===== src/rtl/mc_controller_if.sv =====
// Control bus between the multicycle controller and its datapath.
// master = controller side, slave = datapath/test side.
interface mc_controller_if;
    logic [5:0] opcode;
    logic [5:0] funct;
    logic       zero;
    logic       mem_ready;

    logic       memRead;
    logic       memWrite;
    logic       IorD;
    logic       IRWrite;
    logic       regDst;
    logic       memToReg;
    logic       regWrite;
    logic       ALUSrcA;
    logic [1:0] ALUSrcB;
    logic [2:0] ALU_controls;
    logic [1:0] PCSrc;
    logic       pcEn;
    logic       err;
    logic [3:0] state;

    modport master (
        input  opcode, funct, zero, mem_ready,
        output memRead, memWrite, IorD, IRWrite,
        output regDst, memToReg, regWrite, ALUSrcA,
        output ALUSrcB, ALU_controls, PCSrc, pcEn,
        output err, state
    );

    modport slave (
        output opcode, funct, zero, mem_ready,
        input  memRead, memWrite, IorD, IRWrite,
        input  regDst, memToReg, regWrite, ALUSrcA,
        input  ALUSrcB, ALU_controls, PCSrc, pcEn,
        input  err, state
    );
endinterface


===== src/rtl/mc_controller.sv =====
// Multicycle MIPS-subset control FSM with memory-wait timeout.
// Optional bne support: define MC_CONTROLLER_BNE_EN.
module mc_controller #(
    parameter int unsigned TIMEOUT = 15
) (
    input logic            clk,
    input logic            reset,
    mc_controller_if.master bus
);

    typedef enum logic [3:0] {
        S_FETCH  = 4'd0,
        S_DECODE = 4'd1,
        S_MEMADR = 4'd2,
        S_MEMRD  = 4'd3,
        S_MEMWB  = 4'd4,
        S_MEMWR  = 4'd5,
        S_EXEC   = 4'd6,
        S_ALUWB  = 4'd7,
        S_BRANCH = 4'd8,
        S_ADDIEX = 4'd9,
        S_ADDIWB = 4'd10,
        S_JUMP   = 4'd11,
        S_ERROR  = 4'd12
    } state_t;

    localparam logic [5:0] OP_RTYPE = 6'b000000;
    localparam logic [5:0] OP_LW    = 6'b100011;
    localparam logic [5:0] OP_SW    = 6'b101011;
    localparam logic [5:0] OP_BEQ   = 6'b000100;
    localparam logic [5:0] OP_ADDI  = 6'b001000;
    localparam logic [5:0] OP_J     = 6'b000010;
`ifdef MC_CONTROLLER_BNE_EN
    localparam logic [5:0] OP_BNE   = 6'b000101;
`endif

    localparam logic [2:0] ALU_ADD = 3'b010;
    localparam logic [2:0] ALU_SUB = 3'b110;
    localparam logic [2:0] ALU_AND = 3'b000;
    localparam logic [2:0] ALU_OR  = 3'b001;
    localparam logic [2:0] ALU_SLT = 3'b111;

    localparam logic [7:0] TO_CNT = 8'(TIMEOUT);

    state_t     st;
    state_t     nxt;
    logic [7:0] wait_cnt;
    logic       waiting;
    logic       timed_out;

    assign waiting = (st == S_FETCH) || (st == S_MEMRD) ||
                     (st == S_MEMWR);
    assign timed_out = waiting && !bus.mem_ready &&
                       (wait_cnt == TO_CNT);

    always_comb begin
        nxt = st;
        unique case (st)
            S_FETCH:  if (bus.mem_ready) nxt = S_DECODE;
            S_DECODE: begin
                case (bus.opcode)
                    OP_LW, OP_SW: nxt = S_MEMADR;
                    OP_RTYPE:     nxt = S_EXEC;
                    OP_BEQ:       nxt = S_BRANCH;
`ifdef MC_CONTROLLER_BNE_EN
                    OP_BNE:       nxt = S_BRANCH;
`endif
                    OP_ADDI:      nxt = S_ADDIEX;
                    OP_J:         nxt = S_JUMP;
                    default:      nxt = S_FETCH;
                endcase
            end
            S_MEMADR: nxt = (bus.opcode == OP_LW) ? S_MEMRD : S_MEMWR;
            S_MEMRD:  if (bus.mem_ready) nxt = S_MEMWB;
            S_MEMWB:  nxt = S_FETCH;
            S_MEMWR:  if (bus.mem_ready) nxt = S_FETCH;
            S_EXEC:   nxt = S_ALUWB;
            S_ALUWB:  nxt = S_FETCH;
            S_BRANCH: nxt = S_FETCH;
            S_ADDIEX: nxt = S_ADDIWB;
            S_ADDIWB: nxt = S_FETCH;
            S_JUMP:   nxt = S_FETCH;
            S_ERROR:  nxt = S_ERROR;
            default:  nxt = S_FETCH;
        endcase
        // mem_ready in the timeout cycle already advanced above
        if (timed_out) nxt = S_ERROR;
    end

    // Counter restarts on any state change, so every wait state
    // is entered with a fresh count.
    always_ff @(posedge clk) begin
        if (reset) begin
            st       <= S_FETCH;
            wait_cnt <= 8'd0;
        end else begin
            st <= nxt;
            if (nxt != st)
                wait_cnt <= 8'd0;
            else if (waiting && !bus.mem_ready)
                wait_cnt <= wait_cnt + 8'd1;
        end
    end

    function automatic logic [2:0] funct_alu(input logic [5:0] f);
        case (f)
            6'b100000: funct_alu = ALU_ADD;
            6'b100010: funct_alu = ALU_SUB;
            6'b100100: funct_alu = ALU_AND;
            6'b100101: funct_alu = ALU_OR;
            6'b101010: funct_alu = ALU_SLT;
            default:   funct_alu = ALU_ADD;
        endcase
    endfunction

    logic       mem_read;
    logic       mem_write;
    logic       iord;
    logic       ir_write;
    logic       reg_dst;
    logic       mem_to_reg;
    logic       reg_write;
    logic       alu_src_a;
    logic [1:0] alu_src_b;
    logic [2:0] alu_ctl;
    logic [1:0] pc_src;
    logic       pc_en;

    always_comb begin
        mem_read   = 1'b0;
        mem_write  = 1'b0;
        iord       = 1'b0;
        ir_write   = 1'b0;
        reg_dst    = 1'b0;
        mem_to_reg = 1'b0;
        reg_write  = 1'b0;
        alu_src_a  = 1'b0;
        alu_src_b  = 2'b00;
        alu_ctl    = 3'b000;
        pc_src     = 2'b00;
        pc_en      = 1'b0;
        unique case (st)
            S_FETCH: begin
                mem_read  = 1'b1;
                alu_src_b = 2'b01;
                alu_ctl   = ALU_ADD;
                ir_write  = bus.mem_ready;
                pc_en     = bus.mem_ready;
            end
            S_DECODE: begin
                alu_src_b = 2'b11;
                alu_ctl   = ALU_ADD;
            end
            S_MEMADR, S_ADDIEX: begin
                alu_src_a = 1'b1;
                alu_src_b = 2'b10;
                alu_ctl   = ALU_ADD;
            end
            S_MEMRD: begin
                mem_read = 1'b1;
                iord     = 1'b1;
            end
            S_MEMWB: begin
                mem_to_reg = 1'b1;
                reg_write  = 1'b1;
            end
            S_MEMWR: begin
                mem_write = 1'b1;
                iord      = 1'b1;
            end
            S_EXEC: begin
                alu_src_a = 1'b1;
                alu_ctl   = funct_alu(bus.funct);
            end
            S_ALUWB: begin
                reg_dst   = 1'b1;
                reg_write = 1'b1;
            end
            S_BRANCH: begin
                alu_src_a = 1'b1;
                alu_ctl   = ALU_SUB;
                pc_src    = 2'b01;
`ifdef MC_CONTROLLER_BNE_EN
                pc_en = (bus.opcode == OP_BNE) ? ~bus.zero : bus.zero;
`else
                pc_en = bus.zero;
`endif
            end
            S_ADDIWB: reg_write = 1'b1;
            S_JUMP: begin
                pc_src = 2'b10;
                pc_en  = 1'b1;
            end
            default: ;
        endcase
        // reset blocks every architectural write in the same cycle
        if (reset) begin
            mem_write = 1'b0;
            reg_write = 1'b0;
            ir_write  = 1'b0;
            pc_en     = 1'b0;
        end
    end

    assign bus.memRead      = mem_read;
    assign bus.memWrite     = mem_write;
    assign bus.IorD         = iord;
    assign bus.IRWrite      = ir_write;
    assign bus.regDst       = reg_dst;
    assign bus.memToReg     = mem_to_reg;
    assign bus.regWrite     = reg_write;
    assign bus.ALUSrcA      = alu_src_a;
    assign bus.ALUSrcB      = alu_src_b;
    assign bus.ALU_controls = alu_ctl;
    assign bus.PCSrc        = pc_src;
    assign bus.pcEn         = pc_en;
    assign bus.err          = (st == S_ERROR);
    assign bus.state        = st;

endmodule


===== src/flat_wrapper.sv =====
// flat-port wrapper written by rule: the top's interface ports become plain ports
module mc_controller_flat 
#(
    parameter int unsigned TIMEOUT = 15
)
  (clk, reset, bus_opcode, bus_funct, bus_zero, bus_mem_ready, bus_memRead, bus_memWrite, bus_IorD, bus_IRWrite, bus_regDst, bus_memToReg, bus_regWrite, bus_ALUSrcA, bus_ALUSrcB, bus_ALU_controls, bus_PCSrc, bus_pcEn, bus_err, bus_state);
  mc_controller_if bus_i ();
  input logic clk;
  input logic reset;
  input wire logic [$bits(bus_i.opcode)-1:0] bus_opcode;
  input wire logic [$bits(bus_i.funct)-1:0] bus_funct;
  input wire logic [$bits(bus_i.zero)-1:0] bus_zero;
  input wire logic [$bits(bus_i.mem_ready)-1:0] bus_mem_ready;
  output wire logic [$bits(bus_i.memRead)-1:0] bus_memRead;
  output wire logic [$bits(bus_i.memWrite)-1:0] bus_memWrite;
  output wire logic [$bits(bus_i.IorD)-1:0] bus_IorD;
  output wire logic [$bits(bus_i.IRWrite)-1:0] bus_IRWrite;
  output wire logic [$bits(bus_i.regDst)-1:0] bus_regDst;
  output wire logic [$bits(bus_i.memToReg)-1:0] bus_memToReg;
  output wire logic [$bits(bus_i.regWrite)-1:0] bus_regWrite;
  output wire logic [$bits(bus_i.ALUSrcA)-1:0] bus_ALUSrcA;
  output wire logic [$bits(bus_i.ALUSrcB)-1:0] bus_ALUSrcB;
  output wire logic [$bits(bus_i.ALU_controls)-1:0] bus_ALU_controls;
  output wire logic [$bits(bus_i.PCSrc)-1:0] bus_PCSrc;
  output wire logic [$bits(bus_i.pcEn)-1:0] bus_pcEn;
  output wire logic [$bits(bus_i.err)-1:0] bus_err;
  output wire logic [$bits(bus_i.state)-1:0] bus_state;
  assign bus_i.opcode = bus_opcode;
  assign bus_i.funct = bus_funct;
  assign bus_i.zero = bus_zero;
  assign bus_i.mem_ready = bus_mem_ready;
  assign bus_memRead = bus_i.memRead;
  assign bus_memWrite = bus_i.memWrite;
  assign bus_IorD = bus_i.IorD;
  assign bus_IRWrite = bus_i.IRWrite;
  assign bus_regDst = bus_i.regDst;
  assign bus_memToReg = bus_i.memToReg;
  assign bus_regWrite = bus_i.regWrite;
  assign bus_ALUSrcA = bus_i.ALUSrcA;
  assign bus_ALUSrcB = bus_i.ALUSrcB;
  assign bus_ALU_controls = bus_i.ALU_controls;
  assign bus_PCSrc = bus_i.PCSrc;
  assign bus_pcEn = bus_i.pcEn;
  assign bus_err = bus_i.err;
  assign bus_state = bus_i.state;
  mc_controller #(.TIMEOUT(TIMEOUT)) u_core (.clk(clk), .reset(reset), .bus(bus_i));
endmodule

===== config.mk =====
export PLATFORM = sky130hd
export DESIGN_NAME = mc_controller_flat
export DESIGN_NICKNAME = d
export VERILOG_FILES = /design/src/rtl/mc_controller_if.sv /design/src/rtl/mc_controller.sv /design/src/flat_wrapper.sv
export SDC_FILE = /design/constraint.sdc
export NUM_CORES = 1
export LEC_CHECK = 0
export CORE_MARGIN = 4
export CORE_UTILIZATION = 50
export DETAILED_ROUTE_END_ITERATION = 10
export PLACE_DENSITY = 0.85
export SYNTH_ARGS = -nofsm -noshare
export SYNTH_HDL_FRONTEND = slang
export SYNTH_SLANG_ARGS = --single-unit

===== constraint.sdc =====
create_clock -name clk -period 3.3 [get_ports clk]
set_input_delay 0.495 -clock clk [delete_from_list [all_inputs] [get_ports clk]]
set_output_delay 0.495 -clock clk [all_outputs]
set_load 0.05 [all_outputs]

==> results of run 1 <==
[cell families (layout without fill, tap and decap cells)]
family / after synthesis / in the layout / synth area share (%)
compound gates: 39 / 39 / 24.8
xor+xnor: 10 / 10 / 7.55
fa+ha+maj: 1 / 1 / 1.08
buf+inv: 14 / 47 / 5.50
flops: 12 / 12 / 20.7
mux: 3 / 3 / 2.59
simple gates: 74 / 74 / 37.8
[per-stage QoR]
step | hold WS [ps] | instance area, sq um | setup slack (ps) | util [%]
floorplan | 513 | 1160 | 25.3 | -
global placement | 523 | 1520 | 453 | 68.8
detailed placement | 542 | 1520 | 433 | 68.8
CTS | 546 | 1560 | 268 | 70.5
global route | 583 | 1560 | 167 | 70.5
finish | 548 | 1560 | 235 | 70.5
[layout by cell type, fill, tap and decap left out, types with 3 or more instances in the layout]
| master | instances |
|---|---|
| inv_1 | 4 |
| buf_4 | 3 |
| nand2_1 | 10 |
| nand3_1 | 5 |
| nor2_1 | 17 |
| nor3b_1 | 3 |
| clkbuf_4 | 3 |
| dfxtp_1 | 12 |
| o21ai_0 | 5 |
| a211oi_1 | 8 |
| nand2b_1 | 4 |
| nor3_1 | 8 |
| clkdlybuf4s50_1 | 35 |
| nor2b_1 | 3 |
| mux2i_1 | 3 |
| a21oi_1 | 10 |
| xnor2_1 | 3 |
| xor2_1 | 7 |
| nor4_1 | 3 |
[tightest hold or removal path, delay by kind of cell, from the launching register on]
family             cells  cell delay, ps
muxes                  1             120
DFF                    1             330
AOI/OAI and AO/OA      1              50
[final cells by class]
| cell class | instances | area (sq um) |
|---|---|---|
| flip-flops and latches | 12 | 240 |
| multi-input cells | 127 | 856 |
| well taps | 28 | 35.0 |
| repair buffers | 38 | 373 |
| fillers | 180 | 653 |
| inverters | 5 | 18.8 |
| clock buffers | 4 | 36.3 |
[worst paths after layout]
kind | end
max | bus_ALU_controls[1]
min | u_core.wait_cnt[1]
max reg2reg | u_core.wait_cnt[7]
min reg2reg | u_core.wait_cnt[1]
[sequential cells by signal, indices dropped and copies added, names as in the netlist]
register / cells
u_core.bus.state: 4
u_core.wait_cnt: 8
[Yosys cell counts, types with 3 or more instances]
master / n
nand2_1: 10
nor3b_1: 3
xor2_1: 7
nand3_1: 5
a21oi_1: 10
dfxtp_1: 12
a211oi_1: 8
clkbuf_1: 5
mux2i_1: 3
nor3_1: 8
xnor2_1: 3
o21ai_0: 5
buf_2: 3
inv_1: 4
nor2_1: 17
nor4_1: 3
nor2b_1: 3
nand2b_1: 4
[per-layer routing]
metal	routed length [um]	global-route usage (%)	vias up
met5	0	0	-
met4	66	9.49	0
met3	216	3.48	7
met2	1580	36.2	62
met1	1430	27.1	597
li1	-	-	632
[where the power goes]
part           internal [W]  leakage, nW  switching, W  total (W)
registers          0.000147       0.0970    0.00000606   0.000153
logic             0.0000455        0.426     0.0000562   0.000102
clock network     0.0000671       0.0210     0.0000526   0.000120
total              0.000259        0.544      0.000115   0.000374
==> impl_metrics.tcl, run 1 <==
set metrics [dict create \
    r2r_cells 7 \
    die-area_sq_mm 0.00315 \
    die_x_um 56.2 \
    die_h_um 56.2 \
    critPathMaxFanout 13 \
    gp_congestion 0.825 \
    path_depth 4 \
    grt-ovfl-total 0 \
    track_usage_pct 21.7 \
    cts_setup_buffers 0 \
    cp.buffers_inverters 2 \
    worst_pin_slew_ps 640 \
    avgSynthCellArea_sq_um 7.58 \
    antenna_found_initial 0 \
    port_buffers 36 \
    routedWlPerCell_um 15.4 \
    synth_area_leader_cell "dfxtp_1" \
    synthCells 153 \
    routed_wl_um 3290 \
    nets 204 \
    cts.sinks 12 \
    h-tree-depth 1 \
    reg2reg_from "u_core.bus.state[1]" \
    netlist_area_sq_mm 0.00116 \
    rrSetupSlack_ps 910 \
    cp.required_ps 2800 \
    crit_start "u_core.bus.state[1]" \
    vias 1298 \
    path_class "reg -> out" \
    antenna_cells 0 \
    cp_slowest_cell "clkdlybuf4s50_1" \
    grt_max_degree 19 \
    p_total_w 0.000374 \
    grt_pass1_vias 1299 \
    drive_gt1_share_pct 11.3 \
    drcViolationCount 0 \
    dp_cells 210 \
    cts-hold-fix-buffers 0 \
    post_cts_resized 0 \
    critPathArrivalTime_ps 2570 \
    cts_tree "yes" \
    finalSetupTns_ps 0 \
    dp_hpwl_um 2450 \
    initial_utilization_pct 52.4 \
    ys_seq_elements 12 \
    synthFlopType "dfxtp_1" \
    synth_seq_area_share_pct 20.7 \
    cellPowerDensity_mw_per_mm2 240 \
    path_delay_family "buffers and inverters" \
    first_pass_iters 4 \
    rsz0062_at_grt "no" \
    pin_count 37 \
    status "finished clean" \
    min_path_cells 2 \
    finalCritPeriodShare_pct 92.9 \
    fin_cells 214 \
    synth_edf_count 0 \
    ys_warn_count 0 \
    maxCapViolCount 0 \
    insertion_delay_ps 280 \
    timing.fmax_mhz 326 \
    syn2layout_area_growth_pct 34.4 \
    grt_pass1_wl_um 5600 \
    slew_viol_final 0 \
    cp_cell_sequence "clkinv_1 -> a31o_2 -> a2bb2oi_1 -> clkdlybuf4s50_1" \
    clkSlewWorstSetupHoldPaths_ps 80 \
    clk_path_buf_depth 2 \
    power_leakage_nw 0.544 \
    hp-class "reg -> reg" \
    synthesis.nets 170 \
    cts_made_buffers 3 \
    vdd_drop_max_v 0.000186 \
    core_sq_mm 0.00221 \
    routed_via_density 6.07 \
    synthTopCellsByArea "dfxtp_1 (21%), nor2_1 (5.5%), xor2_1 (5.3%)" \
    cp_slowest_stage_delay_ps 840 \
    hold_viol_final 0 \
    async_flop_share_pct 0 \
    root_buffer "clkbuf_4" \
    max-slew-margin-rel_pct 57.3 \
    drt_iter0_markers 58 \
    final.min_clock_period_ps 3070 \
    yosys.area.top_type_share_pct 20.7 \
    ant_nets 0 \
    setup_viol 0 \
    yosysUniqueCellTypes 49 \
    rows 17 \
    fin_skew_ps 2.49 \
    min_from "u_core.wait_cnt[1]" \
    endpoint_kind "output port" \
    startpoint_type "register" \
]
No activity file was read; power rests on OpenSTA's default activity.
==> run 2: changes to the inputs <==
--- a/config.mk
+++ b/config.mk
@@ -8,7 +8,7 @@
 export CORE_MARGIN = 4
 export CORE_UTILIZATION = 50
 export DETAILED_ROUTE_END_ITERATION = 10
-export PLACE_DENSITY = 0.85
+export PLACE_DENSITY = 0.83
 export SYNTH_ARGS = -nofsm -noshare
 export SYNTH_HDL_FRONTEND = slang
 export SYNTH_SLANG_ARGS = --single-unit
==> run 2 against run 1 <==
Effect of this change:
- critical endpoint is now bus_regWrite
- clock skew grew 1.3 ps
- first-iteration DRC count shrank 38%
- global-route usage shrank 0.90 points
- critical path depth grew 1
==> impl_metrics.tcl, run 2 (same netlist as run 1, synthesis figures left out) <==
set metrics [dict create \
    rows 17 \
    h-tree-depth 1 \
    insertion_delay_ps 270 \
    critPathArrivalTime_ps 2410 \
    antenna_found_initial 0 \
    dp_cells 212 \
    fin_skew_ps 3.77 \
    drt_iter0_markers 36 \
    routedWlPerCell_um 14.7 \
    ant_nets 0 \
    drive_gt1_share_pct 12.2 \
    grt_max_degree 20 \
    hold_viol_final 0 \
    first_pass_iters 7 \
    max-slew-margin-rel_pct 60.5 \
    cts_setup_buffers 0 \
    hp-class "reg -> reg" \
    post_cts_resized 0 \
    timing.fmax_mhz 345 \
    final_common_cell "clkdlybuf4s50_1" \
    path_class "reg -> out" \
    clk_path_buf_depth 2 \
    die_h_um 56.2 \
    die-area_sq_mm 0.00315 \
    cts_made_buffers 3 \
    grt_pass1_wl_um 5490 \
    status "finished clean" \
    root_buffer "clkbuf_4" \
    finalSetupTns_ps 0 \
    fin_cells 216 \
    power_leakage_nw 0.553 \
    startpoint_type "register" \
    finalCritPeriodShare_pct 88.0 \
    antenna_cells 0 \
    gp_congestion 0.825 \
    largest_reg_flops 8 \
    die_x_um 56.2 \
    place_worst_setup_slack_ps 424 \
    setup_ws_ps 397 \
    final.min_clock_period_ps 2900 \
    maxCapViolCount 0 \
    regMostFlops "u_core.wait_cnt" \
    setup_viol 0 \
    endpoint_kind "output port" \
    track_usage_pct 20.8 \
    cts.sinks 12 \
    routed_wl_um 3170 \
    vias 1287 \
    nets 206 \
    worst_pin_slew_ps 592 \
    syn2layout_area_growth_pct 35.7 \
    clkSlewWorstSetupHoldPaths_ps 80 \
    p_total_w 0.000372 \
    grt-ovfl-total 0 \
    routed_via_density 5.96 \
    pin_count 37 \
    critPathMaxFanout 18 \
    dp_hpwl_um 2520 \
    core_sq_mm 0.00221 \
    port_buffers 36 \
    drcViolationCount 0 \
    cts_tree "yes" \
    grt_pass1_vias 1263 \
    cts-hold-fix-buffers 0 \
    layout_common_cells "clkdlybuf4s50_1 (35), nor2_1 (17), dfxtp_1 (12), nand2_1 (10), a21oi_1 (10)" \
    fill_cells 195 \
    cellPowerDensity_mw_per_mm2 236 \
    slew_viol_final 0 \
    initial_utilization_pct 52.4 \
    rsz0062_at_grt "no" \
    vdd_drop_max_v 0.000184 \
    cp.required_ps 2800 \
]
==> run 2: stage by stage <==
stage | utilization, % | area (sq um) | hold slack (ps)
6_report | 71.2 | 1570 | 572
5_1_grt | 71.2 | 1570 | 606
4_1_cts | 71.2 | 1570 | 571
3_5_place_dp | 69.5 | 1540 | 553
3_3_place_gp | 69.5 | 1540 | 534
2_1_floorplan | - | 1160 | 513
==> run 2: final timing paths <==
| path | from | end | slack, ps | cells after the start |
|---|---|---|---|---|
| min | u_core.wait_cnt[7] | u_core.wait_cnt[7] | 570 | 2 |
| max reg2reg | u_core.bus.state[0] | u_core.wait_cnt[2] | 900 | 7 |
| min reg2reg | u_core.wait_cnt[7] | u_core.wait_cnt[7] | 570 | 2 |
| max | u_core.bus.state[3] | bus_regWrite | 400 | 5 |
==> run 2: final cells by class <==
class | count | area (sq um) | share of cell area, %
clock buffer | 4 | 36.3 | 2.31
inverter | 5 | 18.8 | 1.19
multi-input combinational | 127 | 856 | 54.4
tap | 28 | 35.0 | 2.23
sequential | 12 | 240 | 15.3
timing repair buffer | 40 | 388 | 24.6
==> run 2: layer usage <==
layer | track usage [%] | vias to the layer above | routed length, um | part of all wire [%]
li1 | - | 640 | - | -
met3 | 4.41 | 6 | 149 | 4.7
met2 | 35.7 | 39 | 1640 | 52
met1 | 25.0 | 602 | 1350 | 43
met4 | 8.14 | 0 | 28 | 0.88
met5 | 0 | - | 0 | 0
==> run 2: power by group <==
group / switching [W] / internal, W / leakage, nW
sequential: 0.00000429 / 0.000147 / 0.0970
clock: 0.0000495 / 0.0000671 / 0.0210
combinational: 0.0000577 / 0.0000467 / 0.435
==> run 2: worst max-delay path, stage by stage (launching register included) <==
cell             delay (ps)
dfxtp_1                 700
nand2b_1                250
mux2i_1                 200
a21oi_1                  90
nor2_1                   90
clkdlybuf4s50_1         810
